--- config.mk ---
export PLATFORM = sky130hd
export DESIGN_NAME = regfile_wb_arbiter
export DESIGN_NICKNAME = d
export VERILOG_FILES = /design/src/rtl/regfile_wb_arbiter.sv
export SDC_FILE = /design/constraint.sdc
export NUM_CORES = 1
export LEC_CHECK = 0
export ABC_AREA = 1
export CAP_MARGIN = 20
export CORE_MARGIN = 8
export CORE_UTILIZATION = 42
export CTS_BUF_LIST = sky130_fd_sc_hd__clkbuf_16
export CTS_CLUSTER_SIZE = 40
export DETAILED_ROUTE_END_ITERATION = 10
export HOLD_SLACK_MARGIN = 0.15
export PLACE_DENSITY = 0.87
export SYNTH_ARGS = -nofsm -noshare
export SYNTH_HDL_FRONTEND = slang
export SYNTH_SLANG_ARGS = --single-unit
--- constraint.sdc ---
create_clock -name clock -period 5.7 [get_ports clock]
set_input_delay 1.71 -clock clock [delete_from_list [all_inputs] [get_ports clock]]
set_output_delay 1.71 -clock clock [all_outputs]
set_load 0.005 [all_outputs]
--- src/rtl/regfile_wb_arbiter.sv ---
// ---------------------------------------------------------------------------
// regfile_wb_arbiter
// Arbitrates the register file's single write port between the pipeline
// writeback stage (priority) and the multi-cycle mult/div unit. A one-entry
// buffer parks a mult/div result that lost arbitration. If it waits too long,
// the pipeline is stalled for one cycle to drain it. The buffered value is
// bypassed to both read ports, so readers never see a stale register.
//
// Ports
//   clock, ctrl_reset           clock, asynchronous active-high reset
//   p_we/p_reg/p_data           pipeline writeback request
//   m_valid/m_ready/m_reg/m_data mult/div result handshake
//   stall_pipe                  freeze pipeline WB stage this cycle
//   ctrl_writeEnable/ctrl_writeReg/data_writeReg  register file write port
//   ctrl_readRegA/B             register file read addresses
//   byp_hitA/B, byp_data        buffered value overrides read A/B
// ---------------------------------------------------------------------------
module regfile_wb_arbiter #(
  parameter int DATA_W   = 32,
  parameter int ADDR_W   = 5,
  parameter int MAX_WAIT = 4
) (
  input  logic              clock,
  input  logic              ctrl_reset,
  input  logic              p_we,
  input  logic [ADDR_W-1:0] p_reg,
  input  logic [DATA_W-1:0] p_data,
  input  logic              m_valid,
  output logic              m_ready,
  input  logic [ADDR_W-1:0] m_reg,
  input  logic [DATA_W-1:0] m_data,
  output logic              stall_pipe,
  output logic              ctrl_writeEnable,
  output logic [ADDR_W-1:0] ctrl_writeReg,
  output logic [DATA_W-1:0] data_writeReg,
  input  logic [ADDR_W-1:0] ctrl_readRegA,
  input  logic [ADDR_W-1:0] ctrl_readRegB,
  output logic              byp_hitA,
  output logic              byp_hitB,
  output logic [DATA_W-1:0] byp_data
);

  typedef enum logic [1:0] {
    ST_IDLE  = 2'd0,
    ST_HOLD  = 2'd1,
    ST_FORCE = 2'd2
  } state_t;

  localparam logic [3:0]        WAIT_LAST = 4'(MAX_WAIT - 1);
  localparam logic [ADDR_W-1:0] REG_ZERO  = {ADDR_W{1'b0}};
  localparam logic [DATA_W-1:0] DATA_ZERO = {DATA_W{1'b0}};

  state_t            r_state, w_state_nxt;
  logic              r_buf_valid, w_buf_valid_nxt;
  logic [ADDR_W-1:0] r_buf_reg, w_buf_reg_nxt;
  logic [DATA_W-1:0] r_buf_data, w_buf_data_nxt;
  logic [3:0]        r_wait_cnt, w_wait_cnt_nxt;

  logic w_p_wr;
  logic w_m_ready;
  logic w_cap_live;

  // Writes to r0 are architecturally void, so they never count as a write.
  assign w_p_wr     = p_we && (p_reg != REG_ZERO);
  // No same-cycle drain-and-refill: accept only into an empty buffer.
  assign w_m_ready  = !r_buf_valid && !ctrl_reset;
  assign w_cap_live = m_valid && w_m_ready && (m_reg != REG_ZERO);
  assign m_ready    = w_m_ready;

  // State register and holding buffer.
  always_ff @(posedge clock or posedge ctrl_reset) begin
    if (ctrl_reset) begin
      r_state     <= ST_IDLE;
      r_buf_valid <= 1'b0;
      r_buf_reg   <= REG_ZERO;
      r_buf_data  <= DATA_ZERO;
      r_wait_cnt  <= 4'd0;
    end else begin
      r_state     <= w_state_nxt;
      r_buf_valid <= w_buf_valid_nxt;
      r_buf_reg   <= w_buf_reg_nxt;
      r_buf_data  <= w_buf_data_nxt;
      r_wait_cnt  <= w_wait_cnt_nxt;
    end
  end

  // Next-state logic: buffer fill, drain, WAW drop and starvation timeout.
  always_comb begin
    w_state_nxt     = r_state;
    w_buf_valid_nxt = r_buf_valid;
    w_buf_reg_nxt   = r_buf_reg;
    w_buf_data_nxt  = r_buf_data;
    w_wait_cnt_nxt  = r_wait_cnt;
    case (r_state)
      ST_IDLE: begin
        // Only park the result when the pipeline owns the port this cycle;
        // otherwise it passes straight through to the register file.
        if (w_cap_live && w_p_wr) begin
          w_state_nxt     = ST_HOLD;
          w_buf_valid_nxt = 1'b1;
          w_buf_reg_nxt   = m_reg;
          w_buf_data_nxt  = m_data;
          w_wait_cnt_nxt  = 4'd0;
        end else begin
          w_state_nxt = ST_IDLE;
        end
      end
      ST_HOLD: begin
        if (w_p_wr && (p_reg == r_buf_reg)) begin
          // Younger pipeline write supersedes the parked result.
          w_state_nxt     = ST_IDLE;
          w_buf_valid_nxt = 1'b0;
          w_wait_cnt_nxt  = 4'd0;
        end else if (w_p_wr) begin
          if (r_wait_cnt == WAIT_LAST) begin
            w_state_nxt = ST_FORCE;
          end else begin
            w_wait_cnt_nxt = r_wait_cnt + 4'd1;
          end
        end else begin
          // Free slot: buffer drains this cycle.
          w_state_nxt     = ST_IDLE;
          w_buf_valid_nxt = 1'b0;
          w_wait_cnt_nxt  = 4'd0;
        end
      end
      ST_FORCE: begin
        w_state_nxt     = ST_IDLE;
        w_buf_valid_nxt = 1'b0;
        w_wait_cnt_nxt  = 4'd0;
      end
      default: begin
        w_state_nxt     = ST_IDLE;
        w_buf_valid_nxt = 1'b0;
        w_wait_cnt_nxt  = 4'd0;
      end
    endcase
  end

  // Write port select, stall and read bypass outputs.
  always_comb begin
    ctrl_writeEnable = 1'b0;
    ctrl_writeReg    = REG_ZERO;
    data_writeReg    = DATA_ZERO;
    stall_pipe       = 1'b0;
    if (ctrl_reset) begin
      ctrl_writeEnable = 1'b0;
    end else if (r_state == ST_FORCE) begin
      // Pipeline request is ignored; it re-presents it next cycle.
      ctrl_writeEnable = 1'b1;
      ctrl_writeReg    = r_buf_reg;
      data_writeReg    = r_buf_data;
      stall_pipe       = 1'b1;
    end else if (w_p_wr) begin
      ctrl_writeEnable = 1'b1;
      ctrl_writeReg    = p_reg;
      data_writeReg    = p_data;
    end else if (r_buf_valid) begin
      ctrl_writeEnable = 1'b1;
      ctrl_writeReg    = r_buf_reg;
      data_writeReg    = r_buf_data;
    end else if (w_cap_live) begin
      ctrl_writeEnable = 1'b1;
      ctrl_writeReg    = m_reg;
      data_writeReg    = m_data;
    end else begin
      ctrl_writeEnable = 1'b0;
    end

    byp_hitA = r_buf_valid && (ctrl_readRegA == r_buf_reg) && (ctrl_readRegA != REG_ZERO);
    byp_hitB = r_buf_valid && (ctrl_readRegB == r_buf_reg) && (ctrl_readRegB != REG_ZERO);
    byp_data = r_buf_data;
  end

endmodule

==> results.json <==
{
  "globalRouteTotalUtil_pct": 20.5,
  "fin_crit_ns": 5.38,
  "pin_count_of_the_biggest_net_entering_global_routing": 77,
  "synth_edf_count": 0,
  "synth_top_area_share_pct": 32.3,
  "yosys_register_bits": 44,
  "route.detailed.wl_per_inst_um": 14.6,
  "antenna_cells_inserted": 0,
  "timing.final.setup_violations": 0,
  "worst_path_most_repeated_cell": "nand2_1",
  "final_net_count": 786,
  "clkTransAtPathRegs_ns": 0.06,
  "crit_family": "buffers and inverters",
  "largest_register_ffs": 32,
  "gr-total-overflow": 0,
  "wl_met1_um": 4770,
  "hold_start": "byp_data[3]$_DFFE_PP0P_",
  "grt_setup_unrepaired": "false",
  "grt_pass1_wl_um": 19400,
  "pre_cts_slack_ns": 0.301,
  "synth_area_leaders": "dfrtp_1, nand2_1, o21ai_0, inv_1, nor2_1",
  "drt_first_iter_violations": 242,
  "post_cts.resized_instances": 0,
  "gp_congestion": 0.906,
  "tritoncts": "yes",
  "critPathRequiredTime_ns": 3.99,
  "critical_path.reg2reg.endpoint": "byp_data[8]$_DFFE_PP0P_",
  "worstHoldEndpoint": "byp_data[3]$_DFFE_PP0P_",
  "slowest_delay_ns": 0.54,
  "post_synth_inst_count": 552,
  "post_drt_via_cell_ratio": 5.12,
  "async_flop_share_pct": 100,
  "post-synth-top-count-cell": "nand2_1",
  "critical_path_peak_fanout": 22,
  "antenna_violating_nets_post_route": 0,
  "critical_path_buf_inv_count": 4,
  "final_critical_path_setup_slack_ns": 0.320,
  "syn2layout_area_growth_pct": 53.4,
  "post-route-cell-area_mm2": 0.00523,
  "timing.clock.skew_ns": 0.00408,
  "drt_drc_violations_left": 0,
  "avgSynthCellArea_um2": 6.17,
  "period_share_pct": 94.4,
  "setup_slack_on_the_worst_flop_to_flop_path_ns": 2.96,
  "totalNegativeSetupSlack_ns": 0,
  "met3_length_um": 990,
  "placedCellCount": 794,
  "die_width_um": 106,
  "tritoncts_num_sinks": 44,
  "synth_common_cells": "nand2_1, o21ai_0, inv_1",
  "yosysUniqueCellTypes": 27,
  "cp_slowest_cell": "clkdlybuf4s50_1",
  "timing.reg2reg.worst_path_depth": 7,
  "detail_route.wirelength_um": 11700,
  "worst-setup-path-type": "in2out",
  "root_driver": "clkbuf_16",
  "max-slew-margin-rel_pct": 46.2,
  "cts_hold_buffers": 0,
  "initial_antenna_violation_count": 0,
  "grt_pass1_vias": 4051,
  "io_pins": 162,
  "io_buffer_count": 161,
  "dieHeight_um": 106,
  "cts_buffers": 5,
  "end_kind": "output port",
  "max_clock_freq_mhz": 186,
  "dpl.hpwl_um": 8700,
  "clockBufferDepth": 2,
  "series_of_cell_instances_along_the_critical_path": "clkdlybuf4s50_1 -> nor2_1 -> nand3_1 -> nand2_1 -> inv_2 -> buf_4 -> nand2_1 -> nand2_1 -> a21oi_1 -> nor2_1 -> clkdlybuf4s50_1",
  "cts_max_level": 2,
  "synthFlopType": "dfrtp_1",
  "timing_worst_slew_pin_value_ns": 0.807,
  "power.static_leakage_nw": 2.51,
  "worst_hold_path.num_cells": 2,
  "site_row_count": 33,
  "worstReg2RegStart": "r_buf_valid$_DFFE_PP0P_",
  "setup.worst_path.start": "p_reg[1]",
  "netlist.top_cell.by_area": "dfrtp_1",
  "die_outline_area_mm2": 0.0112,
  "synth.yosys.warnings": 0,
  "hold_viol_final": 0,
  "drive_gt1_share_pct": 4.87,
  "hold_class": "reg2reg",
  "total_power_mw": 1.79,
  "outcome": "finished clean",
  "floorplan.core_area_mm2": 0.00805,
  "post_dp_cell_area_mm2": 0.00506,
  "finalMaxSlewViolations": 0,
  "post-cts-setup-buffers": 0,
  "synth_nets": 641,
  "via_count": 4111,
  "cell_area_after_synthesis_mm2": 0.00341,
  "top_layer_used": "met4",
  "vdd_ir_drop_max_mv": 0.185,
  "cp-start-kind": "primary input",
  "drv.max_cap_violation_count": 0,
  "first_pass_iters": 5,
  "start_util_pct": 42.3,
  "synth_seq_area_share_pct": 32.3,
  "cp.arrival_ns": 3.67,
  "route.met2.wl_um": 5770,
  "layoutNonFillerInstCount": 803,
  "clock_latency_on_the_worst_skew_pair_ns": 0.28,
  "power_density_mw_per_mm2": 342
}
==> area by class of cell <==
| cell class | count | area [µm²] |
|---|---|---|
| fill | 725 | 2830 |
| clock buffer | 5 | 125 |
| sequential | 44 | 1100 |
| clock inverter | 3 | 16.3 |
| inverter | 58 | 218 |
| timing repair buffer | 173 | 1730 |
| tap | 105 | 131 |
| multi-input combinational | 415 | 1910 |
==> cell families after synthesis <==
family | count (synthesis) | share of synthesized area [%]
xor gates and xnor gates | 6 | 1.54
DFF | 44 | 32.3
adders and majority gates | 1 | 0.367
and+or+nand+nor | 246 | 28.7
AOI/OAI and AO/OA | 162 | 25.3
buffers and inverters | 93 | 11.8
==> where the power goes <==
part | internal, mW | switching, mW
clock network | 0.160 | 0.112
registers | 0.452 | 0.172
logic | 0.485 | 0.409
==> worst max-delay path by stage <==
stage	endpoint	cells after the start
after floorplan	data_writeReg[10]	4
after global placement	data_writeReg[18]	11
after detailed placement	data_writeReg[18]	11
after CTS	data_writeReg[18]	11
after global routing	data_writeReg[18]	11
final	data_writeReg[18]	11
==> routing by layer <==
layer  track usage, %  vias up
li1                 -     2061
met5                0        -
met2             35.9      171
met1             23.5     1865
met3             5.38       14
met4             7.34        0
==> worst min-delay path: stages (launching register included) <==
cell and delay [ns]:
dfrtp_1 0.38, nand2_1 0.08, o21ai_2 0.05
==> metrics by stage <==
| step | hold WS, ns | util [%] |
|---|---|---|
| final | 0.535 | 64.9 |
| after CTS | 0.534 | 64.7 |
| after detailed placement | 0.521 | 62.9 |
| after global routing | 0.565 | 64.9 |
| after floorplan | 0.490 | - |
| after global placement | 0.503 | 62.9 |
==> placed cells by master, fill, tap and decap left out <==
master             n
clkinv_4           1
and2_1             2
nor2_1            54
nor4_1             1
inv_1             57
o2111ai_1          2
xor2_1             3
a21oi_1           40
clkdlybuf4s50_1  161
nor3b_2            1
clkbuf_16          5
o22ai_1            4
a21oi_2            4
dfrtp_1           44
nand3b_1           1
o211ai_1           2
nand3_4            1
xnor2_1            3
o21ai_0          104
nand2_1          172
inv_2              3
buf_4             10
nand3_1            9
o21ai_2            5
nand4_1            3
o21ai_1            1
buf_12             2
ha_1               1
nand2_2            2
Power figures use the tool's default switching activity.
